## src/rtl/seg7_scan_if.sv

```systemverilog
// seg7_scan_if: display data/control in (en, load, bcd_in, dp_in, blank_in, blink_in, lz_suppress) and pin outputs (seg, dp, an, scan_idx)
interface seg7_scan_if #(parameter int DIGITS = 4);
  logic en, load, lz_suppress, dp;
  logic [4*DIGITS-1:0] bcd_in;
  logic [DIGITS-1:0] dp_in, blank_in, blink_in, an;
  logic [6:0] seg;
  logic [$clog2(DIGITS)-1:0] scan_idx;
  modport master(output en, load, lz_suppress, bcd_in, dp_in, blank_in, blink_in, input seg, dp, an, scan_idx);
  modport slave(input en, load, lz_suppress, bcd_in, dp_in, blank_in, blink_in, output seg, dp, an, scan_idx);
endinterface

```

## src/rtl/seg7_scan_driver.sv

```systemverilog
// seg7_scan_driver: multiplexed hex 7-seg scanner with dp/blank/blink/lz-suppress; ports clk, rst_n (async low), bus (seg7_scan_if.slave)
module seg7_scan_driver #(
  parameter int DIGITS = 4,
  parameter int REFRESH_DIV = 1000,
  parameter int GUARD = 1,
  parameter int BLINK_DIV = 500000,
  parameter bit SEG_ACTIVE_LOW = 1'b1,
  parameter bit AN_ACTIVE_LOW = 1'b1
) (
  input logic clk,
  input logic rst_n,
  seg7_scan_if.slave bus
);
  localparam int IW = $clog2(DIGITS);
  localparam int CW = $clog2(REFRESH_DIV);
  localparam int BW = $clog2(BLINK_DIV);
  localparam logic [6:0] SEG_OFF = {7{SEG_ACTIVE_LOW}};
  localparam logic [DIGITS-1:0] AN_OFF = {DIGITS{AN_ACTIVE_LOW}};
  localparam logic [15:0][6:0] LUT = {7'h47, 7'h4F, 7'h3D, 7'h4E, 7'h1F, 7'h77, 7'h7B, 7'h7F,
                                      7'h70, 7'h5F, 7'h5B, 7'h33, 7'h79, 7'h6D, 7'h30, 7'h7E};
  logic [4*DIGITS-1:0] held_bcd;
  logic [DIGITS-1:0] held_dp, held_blank, held_blink, sup, an_on, an_q;
  logic [CW-1:0] cnt;
  logic [IW-1:0] idx;
  logic [BW-1:0] bcnt;
  logic phase, zero_above, dark, dp_on, dp_q, wrap, bwrap, guard;
  logic [3:0] digit;
  logic [6:0] pat, seg_q;
  always_comb begin
    sup = '0;
    zero_above = 1'b1;
    for (int i = DIGITS - 1; i > 0; i--) begin
      sup[i] = bus.lz_suppress && zero_above && held_bcd[4*i +: 4] == 4'd0;
      zero_above = zero_above && (held_bcd[4*i +: 4] == 4'd0 || held_blank[i]);
    end
  end
  always_comb begin
    digit = held_bcd[4*idx +: 4];
    dark = held_blank[idx] || (held_blink[idx] && phase) || sup[idx];
    pat = dark ? 7'h00 : LUT[digit];
    dp_on = !dark && held_dp[idx];
    guard = 32'(cnt) < GUARD;
    an_on = guard ? '0 : DIGITS'(1) << idx;
    wrap = cnt == CW'(REFRESH_DIV - 1);
    bwrap = bcnt == BW'(BLINK_DIV - 1);
  end
  always_ff @(posedge clk or negedge rst_n) begin
    if (!rst_n) begin
      held_bcd <= '0;
      held_dp <= '0;
      held_blank <= '0;
      held_blink <= '0;
      cnt <= '0;
      idx <= '0;
      bcnt <= '0;
      phase <= 1'b0;
      seg_q <= SEG_OFF;
      dp_q <= SEG_ACTIVE_LOW;
      an_q <= AN_OFF;
    end else begin
      if (bus.load) begin
        held_bcd <= bus.bcd_in;
        held_dp <= bus.dp_in;
        held_blank <= bus.blank_in;
        held_blink <= bus.blink_in;
      end
      bcnt <= bwrap ? '0 : bcnt + 1'b1;
      phase <= phase ^ bwrap;
      cnt <= (!bus.en || wrap) ? '0 : cnt + 1'b1;
      idx <= !bus.en ? '0 : !wrap ? idx : idx == IW'(DIGITS - 1) ? '0 : idx + 1'b1;
      seg_q <= bus.en ? pat ^ SEG_OFF : SEG_OFF;
      dp_q <= bus.en ? dp_on ^ SEG_ACTIVE_LOW : SEG_ACTIVE_LOW;
      an_q <= bus.en ? an_on ^ AN_OFF : AN_OFF;
    end
  end
  assign bus.seg = seg_q;
  assign bus.dp = dp_q;
  assign bus.an = an_q;
  assign bus.scan_idx = idx;
endmodule

```

## src/flat_wrapper.sv

```systemverilog
// flat-port wrapper written by rule: the top's interface ports become plain ports
module seg7_scan_driver_flat 
#(
  parameter int DIGITS = 4,
  parameter int REFRESH_DIV = 1000,
  parameter int GUARD = 1,
  parameter int BLINK_DIV = 500000,
  parameter bit SEG_ACTIVE_LOW = 1'b1,
  parameter bit AN_ACTIVE_LOW = 1'b1
)
  (clk, rst_n, bus_en, bus_load, bus_lz_suppress, bus_bcd_in, bus_dp_in, bus_blank_in, bus_blink_in, bus_seg, bus_dp, bus_an, bus_scan_idx);
  seg7_scan_if #(.DIGITS(DIGITS)) bus_i ();
  input logic clk;
  input logic rst_n;
  input wire logic [$bits(bus_i.en)-1:0] bus_en;
  input wire logic [$bits(bus_i.load)-1:0] bus_load;
  input wire logic [$bits(bus_i.lz_suppress)-1:0] bus_lz_suppress;
  input wire logic [$bits(bus_i.bcd_in)-1:0] bus_bcd_in;
  input wire logic [$bits(bus_i.dp_in)-1:0] bus_dp_in;
  input wire logic [$bits(bus_i.blank_in)-1:0] bus_blank_in;
  input wire logic [$bits(bus_i.blink_in)-1:0] bus_blink_in;
  output wire logic [$bits(bus_i.seg)-1:0] bus_seg;
  output wire logic [$bits(bus_i.dp)-1:0] bus_dp;
  output wire logic [$bits(bus_i.an)-1:0] bus_an;
  output wire logic [$bits(bus_i.scan_idx)-1:0] bus_scan_idx;
  assign bus_i.en = bus_en;
  assign bus_i.load = bus_load;
  assign bus_i.lz_suppress = bus_lz_suppress;
  assign bus_i.bcd_in = bus_bcd_in;
  assign bus_i.dp_in = bus_dp_in;
  assign bus_i.blank_in = bus_blank_in;
  assign bus_i.blink_in = bus_blink_in;
  assign bus_seg = bus_i.seg;
  assign bus_dp = bus_i.dp;
  assign bus_an = bus_i.an;
  assign bus_scan_idx = bus_i.scan_idx;
  seg7_scan_driver #(.DIGITS(DIGITS), .REFRESH_DIV(REFRESH_DIV), .GUARD(GUARD), .BLINK_DIV(BLINK_DIV), .SEG_ACTIVE_LOW(SEG_ACTIVE_LOW), .AN_ACTIVE_LOW(AN_ACTIVE_LOW)) u_core (.clk(clk), .rst_n(rst_n), .bus(bus_i));
endmodule
```

## config.mk

```make
export PLATFORM = sky130hd
export DESIGN_NAME = seg7_scan_driver_flat
export DESIGN_NICKNAME = d
export VERILOG_FILES = /design/src/rtl/seg7_scan_if.sv /design/src/rtl/seg7_scan_driver.sv /design/src/flat_wrapper.sv
export SDC_FILE = /design/constraint.sdc
export NUM_CORES = 1
export LEC_CHECK = 0
export CORE_ASPECT_RATIO = 1.75
export CORE_MARGIN = 2
export CORE_UTILIZATION = 55
export DETAILED_ROUTE_END_ITERATION = 7
export HOLD_SLACK_MARGIN = 0.15
export PLACE_DENSITY = 0.8
export SLEW_MARGIN = 10
export SYNTH_ARGS = -nofsm -noshare
export SYNTH_HDL_FRONTEND = slang
export SYNTH_SLANG_ARGS = --single-unit
```

## constraint.sdc

```tcl
create_clock -name clk -period 3.5 [get_ports clk]
set_clock_uncertainty 0.05 [all_clocks]
set_input_delay 0.35 -clock clk [delete_from_list [all_inputs] [get_ports clk]]
set_output_delay 0.35 -clock clk [all_outputs]
set_load 0.005 [all_outputs]
```

**Word level (Yosys, flattened, before mapping)**

Memory sizes are Yosys's and may differ from the RTL's.
Cells that the tools add are included.

- Bits in registers: 72
- Input bits: 33
- ROM bits: 112
- Memories: 1
- Logic and storage cells: 65
- Output and inout port bits: 14

- Equal/unequal tests: 4
- Bitwise gates (word level): 4
- Multiplexer cells: 19
- Add/subtract/negate cells: 3
- Shift-type cells: 2
- Reductions and logical operators: 18
- Magnitude comparators: 3

Memory list:

| memory | depth | bits a word | read ports | clocked after memory_dff | wr ports | RTL line | source |
|---|---|---|---|---|---|---|---|
| (name not given) | 16 | 7 | 1 | 0 | 0 | seg7_scan_driver.sv:40 | `pat = dark ? 7'h00 : LUT[digit];` |

Operators by type and width:

| kind | number |
|---|---|
| $mux 7 | 3 |
| $add 19x1->19 const B | 1 |
| $eq 19x19->1 const B | 1 |
| $mux 19 | 1 |
| $shiftx 16x5->4 | 1 |
| $logic_not 4->1 | 3 |
| $add 10x1->10 const B | 1 |
| $eq 10x10->1 const B | 1 |
| $lt 10x1->1 const B | 1 |
| $mux 10 | 1 |
| $bmux 1 s2 | 4 |
| $logic_and 1x1->1 | 8 |
| $mux 4 | 2 |
| $not 7->7 | 1 |
| $mux 2 | 3 |
| $logic_or 1x1->1 | 5 |
| $lt 4x5->1 const B | 1 |
| $mux 1 | 5 |
| $not 4->4 | 1 |
| $shl 1x2->4 const A | 1 |
| $lt 2x3->1 const B | 1 |
| $add 2x1->2 const B | 1 |
| $eq 2x2->1 const B | 1 |
| $logic_not 1->1 | 2 |
| 3 further kinds | 3 |

**Logic depth before layout (Yosys ltp)**

- Depth after elaboration: 12
- Mapped depth: 11
- Depth with buffers taken out: 8

**Worst setup path before layout**

Ideal clock, no wire load.

- Kind: register -> register
- Start point: register u_core.idx[0] (netlist: u_core.bus.scan_idx[0])
- End point: register u_core.seg_q[6] (netlist: u_core.bus.seg[6])
- Setup time: 72 ps
- Slack: 1034 ps
- Cell stages (with the launch flop): 12
- Path buffers: 3
- Required time: 3378 ps
- Period minus slack after synthesis: 2466 ps
- Arrival: 2344 ps
- Cell sequence: dfrtp_1 buf_6 buf_2 mux4_2 inv_1 ha_1 clkbuf_1 mux2i_1 nand3_1 o2111a_1 nor2_1 o21ai_1

- Longest elaborated chain between the ends: 8
- Elaborated cells on any way between the ends: 15
- Those cells by class: 1 x shift; 9 x mux; 1 x bitwise; 3 x reduce/logical; 1 x memory

RTL lines:

| element | RTL line | source |
|---|---|---|
| from (decl) | seg7_scan_driver.sv:24 | `logic [IW-1:0] idx;` |
| from (signal assigned) | seg7_scan_driver.sv:70 | `idx <= !bus.en ? '0 : !wrap ? idx : idx == IW'(DIGITS - 1) ? '0 : idx + 1'b1;` |
| parallel branches: the longest is 5 deep, another holds $mem_v2 16x7 | n/a |  |
| $mux 7 (*) | seg7_scan_driver.sv:40 |  |
| $not 7->7 (no source line) (*) | n/a |  |
| $mux 7 (*) | seg7_scan_driver.sv:71 | `seg_q <= bus.en ? pat ^ SEG_OFF : SEG_OFF;` |
| to (signal assigned) | seg7_scan_driver.sv:71 |  |
| to (decl) | seg7_scan_driver.sv:28 | `logic [6:0] pat, seg_q;` |

Mark *: on every way between the ends. The select of a mux whose other input is x is not followed.
A chain may end at the register's enable or synchronous reset.

**Final worst setup path**

Ends and elaborated chain as after synthesis.

==> impl_metrics.yaml <==
logic_synthesis:
  ys.flop_type: "dfrtp_1"
  synth_simple_gate_area_frac: 0.134
  synth-async-reset-ratio: 1.00
  synth-seq-cells: 72
  synth_seq_area_share: 0.518
  synth_top_family_by_area: "multiplexers"
  synthXorXnorAreaFrac: 0.0575
  synth_cell_types: 45
  syn_inst: 294
  synth-edff-count: 0
  syn-cell-area_mm2: 0.00351
  synth_compound_area_frac: 0.0485
  synth.avg_cell_area_um2: 11.9
  syn_nets: 340
  synth_fa_ha_area_frac: 0.0464
  synthMuxAreaShare: 0.169
  ys_warn_count: 0
cells_and_area:
  antenna_cells: 0
  fillers: 469
  syn2layout_area_growth_pct: 21.3
  fin_util: 0.688
  layout_commonest_cell: "dfrtp_1"
  stdcell_area_mm2: 0.00425
  nets: 395
  stdcell_count: 434
  layout-drive-gt1-share: 0.215
  mostFrequentLayoutCells: "60 x dfrtp_1, 45 x clkdlybuf4s50_1, 30 x mux2_2, 29 x nor2_1, 25 x nand2_1"
floorplanning:
  die_area_mm2: 0.00705
  start_util: 0.567
  die_y_um: 110
  core_area_mm2: 0.00618
  die_w_um: 64.4
  io_pins: 47
  rows: 38
clock_network:
  cts_buffers: 9
  cts_resized: 0
  clock_path_buffers: 2
  clock-sinks: 72
  cts_root_buf: "clkbuf_8"
  post_cts_buffers: 0
  clk_pin_slew_ns: 0.07
  clock_latency_ns: 0.35
  tritoncts: "yes"
  hold_buffers: 1
  ctsHtreeMaxLevel: 3
job:
  maxCapViolations: 0
min_path:
  hold_path.class: "reg -> reg"
  worst_hold_path.num_cells: 1
place:
  dp_hpwl_um: 5100
  place_area_mm2: 0.00405
  gp_congestion: 0.794
  numPortBuffers: 46
  dp_cells: 417
grt:
  grt_pass1_wl_um: 11700
  grt_max_degree: 36
  grt_pass1_vias: 2545
  antenna_found_initial: 0
  overflow: 0
  grt_usage: 0.223
timing:
  rsz0062_at_grt: "no"
  hold_ws_ns: 0.418
  tns_ns: 0
  tightest_slew_ns: 0.781
  hold_viol: 0
  setup_viol: 0
  slew_viol_final: 0
  period_share: 0.643
  layout_min_cycle_time_ns: 2.25
  slew_headroom: 0.479
  max_freq_mhz: 445
status:
  status: "complete, no violations"
power:
  p_per_area_mw_per_mm2: 414
  p_leak_nw: 1.80
  vdd_drop_max_uv: 584
critical_path:
  start_kind: "register"
  critPathKind: "reg -> reg"
  crit_arrival_ns: 2.48
  crit_fanout: 9
  cp.required_ns: 3.73
  rr_worst_depth: 8
  endpoint_kind: "register"
routing:
  first_iter_violations: 93
  postRouteAntennaNets: 0
  vias: 2389
  via_per_inst: 5.50
  wl_per_cell_um: 15.8
  drc: 0
  wl_um: 6860
  first_pass_iters: 4
[layout make-up]
cell class / instances / area [µm²] / area share
Tap cell: 80 / 100 / 0.0235
Multi-Input combinational cell: 202 / 1600 / 0.375
Clock buffer: 10 / 128 / 0.0300
Inverter: 11 / 41.3 / 0.00971
Timing Repair Buffer: 53 / 510 / 0.120
Sequential cell: 72 / 1820 / 0.427
Clock inverter: 6 / 60.1 / 0.0141
[stage by stage]
step / total power, mW / worst slack, ns
2_1_floorplan: 1.04 / 1.03
3_3_place_gp: 1.14 / 1.39
4_1_cts: 1.79 / 1.25
5_1_grt: 1.84 / 1.08
6_report: 1.76 / 1.25
3_5_place_dp: 1.15 / 1.27
[power breakdown]
part | total, mW | switching [mW] | internal, mW
combinational | 0.217 | 0.0922 | 0.125
sequential | 0.917 | 0.0329 | 0.884
clock | 0.626 | 0.301 | 0.325
[flip-flops by register name, summed over array words and instances (netlist names)]
signal               count
u_core.bcnt             19
u_core.bus.an            4
u_core.bus.dp            1
u_core.bus.scan_idx      2
u_core.bus.seg           7
u_core.cnt              10
u_core.held_bcd         16
u_core.held_blank        4
u_core.held_blink        4
u_core.held_dp           4
u_core.phase             1
[cell usage after synthesis (all sizes together), types with 6 or more instances]
library cell,count,share of area
a21oi,6,0.013
buf,7,0.013
dfrtp,60,0.43
dfstp,12,0.090
ha,13,0.046
inv,11,0.012
mux2,31,0.10
mux2i,10,0.030
mux4,6,0.039
nand2,25,0.027
nand3,11,0.016
nor2,29,0.031
xnor2,11,0.027
xor2,12,0.030
[critical path: stages (launching register included)]
cell	delay (ns)
dfrtp_1	0.42
mux4_2	0.58
inv_1	0.15
ha_1	0.37
mux2i_1	0.13
nand3_1	0.11
o2111a_1	0.20
nor2_1	0.05
o21ai_1	0.13
[cell families (layout without fill, tap and decap cells)]
family                   after synthesis  count (layout)
multiplexers                          47              47
flip-flops                            72              72
buffers and inverters                 20              80
XOR/XNOR                              23              23
AND/OR/NAND/NOR                       97              97
AO/OA/AOI/OAI                         22              22
adder cells (fa/ha/maj)               13              13
[worst paths after layout]
check	startpoint	to	slack [ns]
hold reg to reg	u_core.bcnt[0]	u_core.bcnt[0]	0.42
setup / recovery	u_core.bus.scan_idx[0]	u_core.bus.seg[6]	1.25
min in group asynchronous	rst_n	u_core.cnt[5]	0.56
setup reg to reg	u_core.bus.scan_idx[0]	u_core.bus.seg[6]	1.25
hold / removal	u_core.bcnt[0]	u_core.bcnt[0]	0.42
max in group asynchronous	rst_n	u_core.bus.seg[5]	2.00
[per-layer routing]
layer  global-route usage  routed length [µm]  vias to the layer above
met5                    0                   0                        -
met4                0.123                 224                        0
met1                0.236                2610                     1195
met2                0.397                3790                       46
li1                     -                   -                     1133
met3               0.0604                 227                       15
(Power assumes the default switching activity.)
